File: src/rtl/lmsm_sequencer_if.sv
// Bundle between the decode stage, the LM/SM sequencer and the register-file/memory ports.
// The master side issues requests and memory-ready; the slave side is the sequencer.
interface lmsm_sequencer_if #(
    parameter int NREGS  = 8,
    parameter int IDX_W  = 3,
    parameter int ADDR_W = 16
);
    logic              start;
    logic [NREGS-1:0]  mask;
    logic [ADDR_W-1:0] base_addr;
    logic              is_store;
    logic              descending;
    logic              mem_ready;

    logic              busy;
    logic              xfer_valid;
    logic [IDX_W-1:0]  xfer_idx;
    logic [ADDR_W-1:0] xfer_addr;
    logic              reg_we;
    logic              mem_we;
    logic              last;
    logic              done;
    logic              empty_mask;

    modport master (
        output start, mask, base_addr, is_store, descending, mem_ready,
        input  busy, xfer_valid, xfer_idx, xfer_addr, reg_we, mem_we, last, done, empty_mask
    );

    modport slave (
        input  start, mask, base_addr, is_store, descending, mem_ready,
        output busy, xfer_valid, xfer_idx, xfer_addr, reg_we, mem_we, last, done, empty_mask
    );
endinterface

File: src/rtl/lmsm_sequencer.sv
// Load-multiple/store-multiple sequencer: walks a latched register mask in the selected
// order and issues one register index plus memory address per accepted beat.
module lmsm_sequencer #(
    parameter int NREGS  = 8,
    parameter int IDX_W  = 3,
    parameter int ADDR_W = 16,
    parameter int STEP   = 1
) (
    input  logic            clk,
    input  logic            reset,
    lmsm_sequencer_if.slave bus
);
    typedef enum logic [1:0] {
        S_IDLE = 2'd0,
        S_XFER = 2'd1,
        S_DONE = 2'd2
    } state_t;

    localparam logic [ADDR_W-1:0] STEP_A = ADDR_W'(STEP);

    state_t            state, state_nxt;
    logic [NREGS-1:0]  rem_mask, rem_mask_nxt;
    logic [ADDR_W-1:0] addr, addr_nxt;
    logic              store_q, store_nxt;
    logic              desc_q, desc_nxt;
    logic              empty_q, empty_nxt;

    logic [IDX_W-1:0]  cur_idx;
    logic              cur_last;
    logic              accept;

    function automatic logic [IDX_W-1:0] lowest_set(input logic [NREGS-1:0] m);
        logic [IDX_W-1:0] idx;
        idx = '0;
        for (int i = NREGS - 1; i >= 0; i--) begin
            if (m[i]) idx = IDX_W'(i);
        end
        return idx;
    endfunction

    function automatic logic [IDX_W-1:0] highest_set(input logic [NREGS-1:0] m);
        logic [IDX_W-1:0] idx;
        idx = '0;
        for (int i = 0; i < NREGS; i++) begin
            if (m[i]) idx = IDX_W'(i);
        end
        return idx;
    endfunction

    function automatic logic single_bit(input logic [NREGS-1:0] m);
        return (m != '0) && ((m & (m - NREGS'(1))) == '0);
    endfunction

    // Priority encode straight off the remaining-mask register so a stall holds idx/last.
    assign cur_idx  = desc_q ? highest_set(rem_mask) : lowest_set(rem_mask);
    assign cur_last = single_bit(rem_mask);

    always_ff @(posedge clk or negedge reset) begin
        if (!reset) begin
            state    <= S_IDLE;
            rem_mask <= '0;
            addr     <= '0;
            store_q  <= 1'b0;
            desc_q   <= 1'b0;
            empty_q  <= 1'b0;
        end else begin
            state    <= state_nxt;
            rem_mask <= rem_mask_nxt;
            addr     <= addr_nxt;
            store_q  <= store_nxt;
            desc_q   <= desc_nxt;
            empty_q  <= empty_nxt;
        end
    end

    always_comb begin
        state_nxt      = state;
        rem_mask_nxt   = rem_mask;
        addr_nxt       = addr;
        store_nxt      = store_q;
        desc_nxt       = desc_q;
        empty_nxt      = empty_q;
        accept         = 1'b0;
        bus.busy       = 1'b0;
        bus.xfer_valid = 1'b0;
        bus.xfer_idx   = '0;
        bus.xfer_addr  = '0;
        bus.reg_we     = 1'b0;
        bus.mem_we     = 1'b0;
        bus.last       = 1'b0;
        bus.done       = 1'b0;
        bus.empty_mask = 1'b0;

        case (state)
            S_IDLE: begin
                if (bus.start) begin
                    rem_mask_nxt = bus.mask;
                    addr_nxt     = bus.base_addr;
                    store_nxt    = bus.is_store;
                    desc_nxt     = bus.descending;
                    empty_nxt    = (bus.mask == '0);
                    state_nxt    = (bus.mask == '0) ? S_DONE : S_XFER;
                end
            end
            S_XFER: begin
                accept         = bus.mem_ready;
                bus.busy       = 1'b1;
                bus.xfer_valid = 1'b1;
                bus.xfer_idx   = cur_idx;
                bus.xfer_addr  = addr;
                bus.last       = cur_last;
                bus.reg_we     = accept & ~store_q;
                bus.mem_we     = accept & store_q;
                // Address wraps modulo 2^ADDR_W in either direction.
                if (accept) begin
                    rem_mask_nxt = rem_mask & ~(NREGS'(1) << cur_idx);
                    addr_nxt     = desc_q ? (addr - STEP_A) : (addr + STEP_A);
                    if (cur_last) state_nxt = S_DONE;
                end
            end
            S_DONE: begin
                bus.done       = 1'b1;
                bus.empty_mask = empty_q;
                state_nxt      = S_IDLE;
            end
            default: state_nxt = S_IDLE;
        endcase
    end
endmodule

File: src/flat_wrapper.sv
// flat-port wrapper written by rule: the top's interface ports become plain ports
module lmsm_sequencer_flat 
#(
    parameter int NREGS  = 8,
    parameter int IDX_W  = 3,
    parameter int ADDR_W = 16,
    parameter int STEP   = 1
)
  (clk, reset, bus_start, bus_mask, bus_base_addr, bus_is_store, bus_descending, bus_mem_ready, bus_busy, bus_xfer_valid, bus_xfer_idx, bus_xfer_addr, bus_reg_we, bus_mem_we, bus_last, bus_done, bus_empty_mask);
  lmsm_sequencer_if #(.NREGS(NREGS), .IDX_W(IDX_W), .ADDR_W(ADDR_W)) bus_i ();
  input  logic clk;
  input  logic reset;
  input wire logic [$bits(bus_i.start)-1:0] bus_start;
  input wire logic [$bits(bus_i.mask)-1:0] bus_mask;
  input wire logic [$bits(bus_i.base_addr)-1:0] bus_base_addr;
  input wire logic [$bits(bus_i.is_store)-1:0] bus_is_store;
  input wire logic [$bits(bus_i.descending)-1:0] bus_descending;
  input wire logic [$bits(bus_i.mem_ready)-1:0] bus_mem_ready;
  output wire logic [$bits(bus_i.busy)-1:0] bus_busy;
  output wire logic [$bits(bus_i.xfer_valid)-1:0] bus_xfer_valid;
  output wire logic [$bits(bus_i.xfer_idx)-1:0] bus_xfer_idx;
  output wire logic [$bits(bus_i.xfer_addr)-1:0] bus_xfer_addr;
  output wire logic [$bits(bus_i.reg_we)-1:0] bus_reg_we;
  output wire logic [$bits(bus_i.mem_we)-1:0] bus_mem_we;
  output wire logic [$bits(bus_i.last)-1:0] bus_last;
  output wire logic [$bits(bus_i.done)-1:0] bus_done;
  output wire logic [$bits(bus_i.empty_mask)-1:0] bus_empty_mask;
  assign bus_i.start = bus_start;
  assign bus_i.mask = bus_mask;
  assign bus_i.base_addr = bus_base_addr;
  assign bus_i.is_store = bus_is_store;
  assign bus_i.descending = bus_descending;
  assign bus_i.mem_ready = bus_mem_ready;
  assign bus_busy = bus_i.busy;
  assign bus_xfer_valid = bus_i.xfer_valid;
  assign bus_xfer_idx = bus_i.xfer_idx;
  assign bus_xfer_addr = bus_i.xfer_addr;
  assign bus_reg_we = bus_i.reg_we;
  assign bus_mem_we = bus_i.mem_we;
  assign bus_last = bus_i.last;
  assign bus_done = bus_i.done;
  assign bus_empty_mask = bus_i.empty_mask;
  lmsm_sequencer #(.NREGS(NREGS), .IDX_W(IDX_W), .ADDR_W(ADDR_W), .STEP(STEP)) u_core (.clk(clk), .reset(reset), .bus(bus_i));
endmodule
File: config.mk
export PLATFORM = sky130hd
export DESIGN_NAME = lmsm_sequencer_flat
export DESIGN_NICKNAME = d
export VERILOG_FILES = /design/src/rtl/lmsm_sequencer_if.sv /design/src/rtl/lmsm_sequencer.sv /design/src/flat_wrapper.sv
export SDC_FILE = /design/constraint.sdc
export NUM_CORES = 1
export LEC_CHECK = 0
export CAP_MARGIN = 20
export CORE_MARGIN = 1.5
export CORE_UTILIZATION = 30
export CTS_CLUSTER_SIZE = 8
export DETAILED_ROUTE_END_ITERATION = 7
export GPL_TIMING_DRIVEN = 1
export PLACE_DENSITY = 0.61
export SETUP_SLACK_MARGIN = 0.3
export SLEW_MARGIN = 20
export SYNTH_ARGS = -nofsm -noshare
export SYNTH_HDL_FRONTEND = slang
export SYNTH_SLANG_ARGS = --single-unit
File: constraint.sdc
create_clock -name clk -period 2.7 [get_ports clk]
set_input_delay 0.27 -clock clk [delete_from_list [all_inputs] [get_ports clk]]
set_output_delay 0.27 -clock clk [all_outputs]
set_load 0.02 [all_outputs]
# ---- Word level (Yosys, flattened, before mapping)
# Cells that the tools add are included.
dict set report word_totals {
  reg_bits 29
  in_bits 30
  output_inout_bits 26
  elab_cells 66
}
dict set report classes {
  add_sub_neg 3
  eq_ne 5
  shift 1
  n_mux 36
  bitwise_logic 6
  n_reduce_logical 9
}
# op count
set op_table {}
lappend op_table {{two-way mux 16 bit} 4}
lappend op_table {{two-way mux 3 bit} 16}
lappend op_table {{one-hot mux 16 bit (2 select lines)} 1}
lappend op_table {{adder 16 x 1 -> 16 bit, second input constant} 1}
lappend op_table {{AND 8 bit} 2}
lappend op_table {{logical NOT 8 bit} 2}
lappend op_table {{two-way mux 8 bit} 2}
lappend op_table {{one-hot mux 8 bit (2 select lines)} 1}
lappend op_table {{subtractor 16 x 1 -> 16 bit, second input constant} 1}
lappend op_table {{two-way mux 2 bit} 4}
lappend op_table {{inverter 8 bit} 1}
lappend op_table {{nonzero test 8 bit} 1}
lappend op_table {{left shift 1 x 3 -> 8 bit, first input constant} 1}
lappend op_table {{subtractor 8 x 1 -> 8 bit, second input constant} 1}
lappend op_table {{two-way mux 1 bit} 7}
lappend op_table {{AND reduction 3 bit} 2}
lappend op_table {{inequality test 2 bit, second input constant} 2}
lappend op_table {{one-hot mux 2 bit (2 select lines)} 1}
lappend op_table {{AND 1 bit} 2}
lappend op_table {{== test 2 x 1 -> 1 bit, second input constant} 1}
lappend op_table {{== test 2 bit, second input constant} 1}
lappend op_table {{logical NOT 2 bit} 1}
lappend op_table {{inequality test 2 x 1 -> 1 bit, second input constant} 1}
lappend op_table {{AND reduction 2 bit} 1}
lappend op_table {{3 further kinds} 3}

# ---- Longest topological paths before layout
dict set report depth {
  depth_word 14
  ltp_mapped 8
  mapped_depth_nobuf 8
}

# ---- Worst setup path after synthesis
# No wires, ideal clock.
dict set report synth_path {
  kind {flip-flop to flip-flop}
  from {register u_core.desc_q}
  to {register u_core.addr[11]}
  setup_time_ps 127
  arrival_ps 2316
  t_required_ps 2573
  setup_slack_ps 258
  stages_incl_launch_ff 8
  path_buffers 0
  synth_period_minus_slack_ps 2442
  cell_sequence {dfrtp_1 > ha_1 > and3_1 > a22o_1 > or3_1 > a221oi_2 > mux2i_1 > nand3_1}
}
dict set report synth_via {
  elab_chain_len 3
}
# element line_no
set synth_lines {}
lappend synth_lines {{start, declared} lmsm_sequencer.sv:25} ;# logic desc_q, desc_nxt;
lappend synth_lines {{start signal, assigned} lmsm_sequencer.sv:71} ;# desc_q <= desc_nxt;
lappend synth_lines {{two-way mux 16 bit} lmsm_sequencer.sv:117} ;# addr_nxt = desc_q ? (addr - STEP_A) : (addr + STEP_A);
lappend synth_lines {{two-way mux 16 bit} lmsm_sequencer.sv:115} ;# if (accept) begin
lappend synth_lines {{one-hot mux 16 bit (2 select lines)} lmsm_sequencer.sv:94} ;# case (state)
lappend synth_lines {{end signal, assigned} lmsm_sequencer.sv:69} ;# addr <= addr_nxt;
lappend synth_lines {{end, declared} lmsm_sequencer.sv:23} ;# logic [ADDR_W-1:0] addr, addr_nxt;
# Every way passes these cells. The select of a mux whose other input is x is not followed.
# A chain may end at the register's enable or synchronous reset.

# ---- Worst setup path after layout
# Same ends and word-level chain as after synthesis.

==> results.sh <==
export IMPL_status="complete, no violations"
export IMPL_dieArea_mm2=0.00856
export IMPL_antenna_found_initial=0
export IMPL_grt_util_met1_pct=20.6
export IMPL_fin_util_pct=42.6
export IMPL_hold_ws_ns=0.380
export IMPL_cts_tree="yes"
export IMPL_synth_main_ff_cell="dfrtp_1"
export IMPL_htreeDepth=2
export IMPL_top_usage_layer="met2"
export IMPL_slew_viol_final=0
export IMPL_via_count=2454
export IMPL_wirelength_um=6750
export IMPL_skew_ns=0.00445
export IMPL_clkTransAtPathRegs_ns=0.07
export IMPL_globalplace_congestion=0.860
export IMPL_ys_seq_area_share_pct=30.2
export IMPL_drive_above_1_share_pct=9.73
export IMPL_synthesis_area_mm2=0.00240
export IMPL_setup_tns_final_ns=0
export IMPL_hpwl_um=4960
export IMPL_yosys_register_bits=29
export IMPL_drt_iter0_drc=104
export IMPL_period_share_pct=86.2
export IMPL_port_buffer_count=55
export IMPL_overflow=0
export IMPL_finalCriticalPeriod_ns=2.33
export IMPL_grt_max_degree=30
export IMPL_hold_path_class="input port to async pin"
export IMPL_cp_data_required_time_ns=2.87
export IMPL_globalRouteMet2Util_pct=28.0
export IMPL_clock_fmax_ghz=0.430
export IMPL_ys_async_sr_fraction_pct=100
export IMPL_die_height_um=92.5
export IMPL_diodes=0
export IMPL_setup_violations=0
export IMPL_first_global_vias=2412
export IMPL_grt_pass1_wl_um=11200
export IMPL_rows=32
export IMPL_cts_sinks=29
export IMPL_avgSynthCellArea_um2=7.80
export IMPL_drt_pass1_iterations=4
export IMPL_num_io_pins=56
export IMPL_slew_limit_headroom_pct=49.2
export IMPL_postRouteAntennaNets=0
export IMPL_yosysWarnings=0
export IMPL_start_kind="register"
export IMPL_tightest_slew_ns=0.761
export IMPL_drc_errors=0
export IMPL_worstReg2RegEnd="u_core.addr[11]"
export IMPL_synth_edf_count=0
export IMPL_rsz0062_at_grt="yes"
export IMPL_crit_fanout=7
export IMPL_detail_route_wl_per_cell_um=14.3
export IMPL_gr_usage_all_layers_pct=16.4
export IMPL_syn_inst=308
export IMPL_fillCellCount=791
export IMPL_die_w_um=92.5
export IMPL_use_met3_pct=3.20
export IMPL_finalNetCount=414
export IMPL_syn_num_nets=353
export IMPL_endpoint_kind="register"
export IMPL_hold_viol=0
export IMPL_cts_buffers=5
export IMPL_critical_path_class="register to register"
export IMPL_vias_per_cell=5.20
export IMPL_areaGrowthSynthToFinish_pct=36.8
export IMPL_critPathArrivalTime_ns=2.49
export IMPL_clock_latency_ns=0.28
export IMPL_core_area_mm2=0.00773
export IMPL_reg2reg_depth=7
export IMPL_cts_buffer_depth=2
export IMPL_drv_cap=0
export IMPL_initial_utilization_pct=31.1
export IMPL_cts_root_buf="clkbuf_8"
export IMPL_synth_distinct_cells=47
export IMPL_ff2ff_setup_slack_ns=0.37
export IMPL_r2r_start="u_core.desc_q"
synth_stat cells (2+ instances only):
master	instances	share of area, %
mux2i_1	7	2.9
o21a_1	8	2.5
nor2_1	33	5.2
a21o_1	9	2.8
a31o_2	2	0.73
clkbuf_1	10	1.6
o211ai_1	2	0.62
buf_1	2	0.31
dfrtp_1	29	30
a21oi_1	50	10
a31oi_1	4	1.0
xor2_1	9	3.3
nor3_1	7	1.5
o31ai_1	2	0.62
and3_1	6	1.6
o21bai_1	2	0.62
xnor2_1	3	1.1
or3_1	4	1.0
nand2_1	25	3.9
nor2b_1	3	0.78
and2_1	17	4.4
o22ai_1	4	1.0
inv_1	11	1.7
nand3_1	3	0.62
o21ai_0	16	3.3
nand2b_1	3	0.78
nor4_1	3	0.78
ha_1	14	7.3
a211oi_1	2	0.62
stage by stage:
stage,std cells,setup WS [ns],cell area (um2)
CTS,472,0.299,3250
global placement,464,0.293,3120
finish,472,0.374,3290
detailed placement,464,0.258,3120
floorplan,308,0.375,2400
global route,472,0.221,3290
per-layer routing:
metal / part of all wire, % / vias up
met3: 4.5 / 8
met2: 49 / 64
met5: 0 / -
li1: - / 1228
met1: 45 / 1154
met4: 1.3 / 0
layout make-up:
type | instances | area (um2) | share of cell area [%]
timing repair buffer | 67 | 638 | 19.4
sequential | 29 | 727 | 22.1
tap | 102 | 128 | 3.88
inverter | 12 | 45.0 | 1.37
clock buffer | 7 | 86.3 | 2.63
multi-input combinational | 254 | 1630 | 49.7
clock inverter | 1 | 30.0 | 0.913
what timing repair did:
item / 4_1_cts / 5_1_grt
hold buffers: 0 / 0
setup endpoints to repair: 1 / 10
cloned: 0 / 0
pin swaps: 0 / 1
resized for setup: 6 / 10
buffers inserted: 0 / 0
hold endpoints to repair: 0 / 0
worst max-delay path, cell delays in order (launching register included):
cell and delay, ns:
dfrtp_2 0.45, ha_1 0.38, and3_1 0.19, a22o_1 0.26
or3_1 0.32, a221oi_2 0.32, mux2i_1 0.22, nand3_1 0.09
worst max-delay path by stage:
stage	start	endpoint	slack, ns	depth (start not counted)
detailed placement	u_core.rem_mask[2]	bus_last	0.26	7
floorplan	u_core.desc_q	u_core.addr[11]	0.38	7
global route	u_core.desc_q	u_core.addr[11]	0.22	7
finish	u_core.desc_q	u_core.addr[11]	0.37	7
CTS	u_core.rem_mask[2]	bus_last	0.30	7
global placement	u_core.rem_mask[2]	bus_last	0.29	7
cells in the final DEF, fill, tap and decap left out, types with 3 or more instances in the layout:
cell type and instances:
a21o_1 9, a21oi_1 49, a31oi_1 4, and2_1 17
and3_1 6, buf_4 11, clkbuf_8 6, clkdlybuf4s50_1 53
dfrtp_1 28, ha_1 11, inv_1 11, mux2i_1 7
nand2_1 24, nand2b_1 3, nand3_1 3, nor2_1 31
nor2b_1 3, nor3_1 7, o21a_1 8, o21ai_0 16
o22ai_1 4, or3_1 4, xnor2_1 3, xor2_1 9
registers in the layout, summed over array words and instances, names as in the netlist:
name and flops:
u_core.desc_q 1, u_core.rem_mask 8, u_core.empty_q 1, u_core.state 2
u_core.addr 16, u_core.store_q 1
cells by family (layout without fill, tap and decap cells):
family | Yosys count | after routing | synth area share [%]
buffers and inverters | 25 | 87 | 4.06
muxes | 8 | 8 | 3.38
adders and majority gates | 15 | 15 | 8.12
xor gates and xnor gates | 12 | 12 | 4.37
and+or+nand+nor | 107 | 107 | 21.3
AOI/OAI and AO/OA | 112 | 112 | 28.5
DFF | 29 | 29 | 30.2
Power is not shown: default switching activity piles up to over one toggle a cycle in this logic, so the estimate is an artifact.
